<file path="src/rtl/zl_status_led_ctrl.sv">
// Status LED controller: heartbeat, pulse-stretched activity LEDs and sticky
// error LEDs packed into one registered LED bus, with a lamp-test override.
module zl_status_led_ctrl #(
  parameter int Led_width        = 8,
  parameter int Num_act          = 2,
  parameter int Num_err          = 2,
  parameter int Heartbeat_period = 25000000,
  parameter int Stretch_cycles   = 2500000,
  parameter int Err_blink        = 1
) (
  input  logic                 clk,
  input  logic                 rst,
  input  logic [Num_act-1:0]   act_in,
  input  logic [Num_err-1:0]   err_in,
  input  logic                 err_clear,
  input  logic                 lamp_test,
  output logic [Num_err-1:0]   err_flags,
  output logic [Led_width-1:0] led_out
);

  localparam int HB_W = $clog2(Heartbeat_period);
  localparam int ST_W = $clog2(Stretch_cycles + 1);

  if (1 + Num_act + Num_err > Led_width) begin : g_width_check
    $error("zl_status_led_ctrl: Led_width too small for 1+Num_act+Num_err LEDs");
  end

  logic [HB_W-1:0]      hb_cnt;
  logic                 hb_state;
  logic [ST_W-1:0]      stretch_cnt [Num_act];
  logic [Led_width-1:0] led_map;

  // LED map is built from the current register values; led_out registers it.
  always_comb begin
    led_map    = '0;
    led_map[0] = hb_state;
    for (int i = 0; i < Num_act; i++) begin
      led_map[1+i] = (stretch_cnt[i] != '0);
    end
    for (int j = 0; j < Num_err; j++) begin
      if (Err_blink != 0) begin
        led_map[1+Num_act+j] = err_flags[j] & hb_state;
      end else begin
        led_map[1+Num_act+j] = err_flags[j];
      end
    end
  end

  always_ff @(posedge clk) begin
    if (rst) begin
      hb_cnt    <= '0;
      hb_state  <= 1'b0;
      err_flags <= '0;
      led_out   <= '0;
      for (int i = 0; i < Num_act; i++) begin
        stretch_cnt[i] <= '0;
      end
    end else begin
      if (hb_cnt == HB_W'(Heartbeat_period - 1)) begin
        hb_cnt   <= '0;
        hb_state <= ~hb_state;
      end else begin
        hb_cnt <= hb_cnt + HB_W'(1);
      end

      // A strobe reloads the full on-time rather than adding to it.
      for (int i = 0; i < Num_act; i++) begin
        if (act_in[i]) begin
          stretch_cnt[i] <= ST_W'(Stretch_cycles);
        end else if (stretch_cnt[i] != '0) begin
          stretch_cnt[i] <= stretch_cnt[i] - ST_W'(1);
        end
      end

      err_flags <= err_in | (err_clear ? '0 : err_flags);
      led_out   <= lamp_test ? '1 : led_map;
    end
  end

endmodule

</file>
<file path="config.mk">
export PLATFORM = sky130hd
export DESIGN_NAME = zl_status_led_ctrl
export DESIGN_NICKNAME = d
export VERILOG_FILES = /design/src/rtl/zl_status_led_ctrl.sv
export SDC_FILE = /design/constraint.sdc
export NUM_CORES = 1
export LEC_CHECK = 0
export BUFFER_PORTS_ARGS = -buffer_cell sky130_fd_sc_hd__buf_2
export CAP_MARGIN = 20
export CORE_ASPECT_RATIO = 0.75
export CORE_MARGIN = 5
export CORE_UTILIZATION = 55
export DETAILED_ROUTE_END_ITERATION = 12
export PLACE_DENSITY = 0.73
export SETUP_SLACK_MARGIN = 0.15
export SYNTH_ARGS = -nofsm -noshare
export SYNTH_HDL_FRONTEND = slang
export SYNTH_SLANG_ARGS = --single-unit
</file>
<file path="constraint.sdc">
create_clock -name clk -period 6.4 [get_ports clk]
set_input_delay 0.96 -clock clk [delete_from_list [all_inputs] [get_ports clk]]
set_output_delay 0.96 -clock clk [all_outputs]
set_load 0.02 [all_outputs]
</file>
Word level (Yosys, flattened, before mapping)
Memories as Yosys holds them, arrays and structs flattened.
Index checks and enable logic that the tools add are counted.
{ "word_totals": {"ramBits": 44, "ff_bits": 36, "memories": 1, "wordCells": 42} }
{ "classes": {"reduce_logical": 3, "add_sub_neg": 3, "eq_ne": 1, "n_bitwise": 8, "mux": 22} }
{ "memory_table": {"columns": ["name", "depth", "width", "read_ports", "rd_clocked_by_memory_dff", "write_ports", "line", "source"], "rows": [
  ["stretch_cnt", 2, 22, 2, 0, 2, "30", "logic [ST_W-1:0] stretch_cnt [Num_act];"]
]} }
{ "op_table": {"columns": ["operator", "count"], "rows": [
  ["22-bit 2-to-1 mux", 4],
  ["22-bit nonzero test", 2],
  ["22-bit by 1-bit subtractor with 22-bit output (second input constant)", 2],
  ["25-bit by 1-bit adder with 25-bit output (second input constant)", 1],
  ["25-bit equality test (second input constant)", 1],
  ["1-bit 2-to-1 mux", 16],
  ["8-bit 2-to-1 mux", 1],
  ["1-bit OR", 4],
  ["1-bit bitwise AND", 2],
  ["2-bit 2-to-1 mux", 1],
  ["2-bit OR", 1],
  ["2-bit OR reduction", 1],
  ["1-bit NOT", 1]
]} }

Longest topological paths before layout
An unclocked memory read counts as a cell.
{ "depth": {"word_depth": 7, "ltp_mapped": 8} }

Least setup slack after synthesis
OpenSTA, ideal clock, no wires.
{ "synth_timing": {"path_type": "reg2reg", "startpoint": "memory stretch_cnt[0][0] (netlist name)", "endpoint": "memory stretch_cnt[1][10] (netlist name) (data pin)", "synth_period_minus_slack_ns": 2.779, "arrival_ns": 2.494, "stages_incl_launch_ff": 9, "slack_ns": 3.621, "path_buffers": 1, "t_required_ns": 6.116, "setup_time_ns": 0.284, "cell_sequence": "edfxtp_1 inv_1 ha_1 or4b_4 or4_4 o41ai_4 and2_1 buf_4 a21oi_1"} }
{ "synth_lines": {"columns": ["item", "line"], "rows": [
  ["from (decl)", "30"]
]} }

==> summary.md <==
| Metric | Value |
|---|---|
| Status | complete, no violations |
| Register area share after synthesis | 53.3% |
| Logic gate share of total power | 10.5% |
| Max_slew headroom | 34.5% |
| Crit path max fanout | 22 |
| Critical Path RT | 6.28 ns |
| Xor/xnor share of the synthesized area | 12.8% |
| Initial antenna violation count | 0 |
| NetSw | 0.262 mW |
| Post-synth EDFFs | 44 |
| Util after Layout | about three fifths |
| FMAX | around 320 MHz |
| Final Setup Violations | 0 |
| Port bufs | 17 |
| Die H | 81.6 µm |
| CTS tree | built |
| Setup WS pre-CTS | between 3 and 4 ns |
| CTS resizes | 0 |
| Postcts setup bufs | 0 |
| Max-cap violations | 0 |
| Fin worst setup slack | between 3 and 4 ns |
| CTS Sinks | 78 |
| Area leader, netlist | edfxtp_1 |
| Sequential share of power | 57.2% |
| # hold bufs at CTS | 0 |
| Max IR drop VDD | 0.000127 V |
| First-pass GRT wire length | between 10 and 15 mm |
| Clock Tree Root | clkbuf_8 |
| DRT Pass-1 Iters | 4 |
| CP Class | register to register |
| Avg WL per Cell | 14.0 µm |
| Count leader, synth | nor2_1 |
| Worst-margin pin slew | 0.975 ns |
| Area of the multi-input gates | approximately 1700 µm² |
| Total GRT Usage | 17.0% |
| Remaining antenna violation count | 0 |
| Area delta synth->final | 8.10% |
| #FFs+latches synth | 78 |
| Worst R2R Start | stretch_cnt[0][0] |
| Critical path endpoint category | register |
| Synthesized area | 3750 µm² |
| GP Congestion | 0.782 |
| Final Hold Viols | 0 |
| DR vias/cell | 5.63 |
| Synth Area in Simple Gates | roughly a quarter |
| Post-synth cell types | 37 |
| Tot Pwr | 0.996 mW |
| Worst setup SP type | register |
| Grt total ovfl | 0 |
| Die width | 105 µm |
| Mux cell area share after synthesis | 0% |
| CTS buffer count | 9 |
| Die Area | 8600 µm² |
| Setup TNS | 0 ns |
| Fillers | 576 |
| HP Start | hb_cnt[0] |
| Warnings, synthesis | 0 |
| Main combinational cell family by area after synthesis | simple AND/OR/NAND/NOR gates |
| CP startpoint | stretch_cnt[0][0] |
| H-tree depth reported by CTS | 3 |
| Synth top area cells | edfxtp_1 (35%), dfxtp_1 (18%), xnor2_1 (8.6%) |
| Post-Syn Nets | 391 |
| Pwr Density | about 250 nW/µm² |
| Post-synth top cells | nor2_1 (73), edfxtp_1 (44), xnor2_1 (37) |
| Maximum root-to-sink buffer count | 2 |
| Min Tclk post-route | 3.09 ns |
| CP arrival | 2.97 ns |
| Vias in the first global route | 2608 |
| Reg area | 2000 µm² |
| Number of diodes | 0 |
| Largest net degree at the start of global routing | 26 |
| Boundary Pins | 18 |
| Synthesized-area fraction occupied by adder cells | 1.33% |
| Initial Util | 55.8% |
| Post-layout nets | ~410 |
| Synth Area in Compound Gates | 6.06% |
| Clock Skew | between 0.007 and 0.008 ns |
| Layout cells sized above 1 | 9.75% |
| Syn Inst Count | approximately 380 |
| Crit share post-route | 48.3% |
| Wirelength, routed | about 6.8 mm |
| Clock power frac | 32.3% |
| Leak Pwr | 1.43 nW |
| Core box area | 6730 µm² |
| Clock slew at reported path FFs | 0.08 ns |
| Main synth FF type | edfxtp_1 |
| Slew Limit Fails | 0 |
| Vias | 2724 |
| Avg Inst Size Synth | 9.91 µm² |
| P_int | 0.733 mW |
| Row cnt | 26 |
| Sw Ratio | 26.4% |
| DR iter-0 viols | roughly 120 |
| RSZ-0062 raised after global routing | no |
| DRC | 0 |
| Post-synth ARST share | 0% |
| Post-synth top area share | 35.2% |
| Post-DP HPWL | roughly 4.8 mm |
| Worst-Skew Late Latency | 0.34 ns |
| Hold crit path type | register to register |
## per-stage QoR
step | cells | area (µm²) | hold WS [ns]
3_3_place_gp | 468 | 3890 | 0.443
2_1_floorplan | 379 | 3750 | 0.430
3_5_place_dp | 468 | 3890 | 0.449
6_report | 484 | 4060 | 0.462
5_1_grt | 484 | 4060 | 0.505
4_1_cts | 484 | 4060 | 0.467
## power by group through the flow
stage | registers, mW | clock network, mW | logic (mW)
after floorplan | 0.580 | 0 | 0.0791
after global placement | 0.580 | 0 | 0.102
after detailed placement | 0.581 | 0 | 0.104
after CTS | 0.570 | 0.335 | 0.105
after global routing | 0.574 | 0.352 | 0.117
final | 0.570 | 0.322 | 0.104
## final timing paths
check | endpoint | cells after the start | slack (ns)
min reg2reg | hb_cnt[0] | 1 | 0.46
max reg2reg | stretch_cnt[0][15] | 6 | 3.31
min | hb_cnt[0] | 1 | 0.46
max | stretch_cnt[0][15] | 6 | 3.31
## sequential cells by signal, indices dropped and copies added, names as in the netlist
| register | flops |
|---|---|
| err_flags | 2 |
| hb_cnt | 25 |
| hb_state | 1 |
| led_out | 6 |
| stretch_cnt | 44 |
## logic make-up (layout without fill, tap and decap cells)
kind of cell | after synthesis | count (layout)
AO/OA/AOI/OAI | 38 | 38
adder cells (fa/ha/maj) | 4 | 4
AND/OR/NAND/NOR | 181 | 181
XOR/XNOR | 55 | 55
buffers and inverters | 23 | 44
flip-flops | 78 | 78
## worst max-delay path, stage by stage, from the launching register on
cell and delay [ns]:
edfxtp_1 0.43, inv_1 0.08, ha_1 0.20, or4b_4 0.50, or4_4 0.59, nor2_1 0.24, nand2_1 0.59
## metal layers
layer	GRT usage, %	wire length (µm)
met4	6.55	81
met2	27.2	3100
met5	0	0
met3	4.40	247
met1	22.5	3340
## area by class of cell
cell class	instances	area share [%]
inverters	11	1.02
clock buffers	9	3.05
well taps	84	2.59
clock inverters	7	1.17
flip-flops and latches	78	49.3
multi-input cells	278	40.8
repair buffers	17	2.10
## layout by cell type (no fill, tap or decap), types with 2 or more instances in the layout
master and n:
xor2_1 18, inv_1 11, nor3_1 16, nand3b_1 2
or2_2 3, clkinv_2 3, ha_1 4, nand2b_1 3
dfxtp_1 34, clkinv_4 2, or3_1 10, edfxtp_1 44
nand4_1 7, nand3_1 9, a21oi_1 26, clkbuf_8 9
xnor2_1 37, nor2_1 73, nor4_1 20, o21ai_0 5
buf_2 17, and3_1 3, nand2_1 22, or4_1 6
Power figures use the tool's default switching activity.
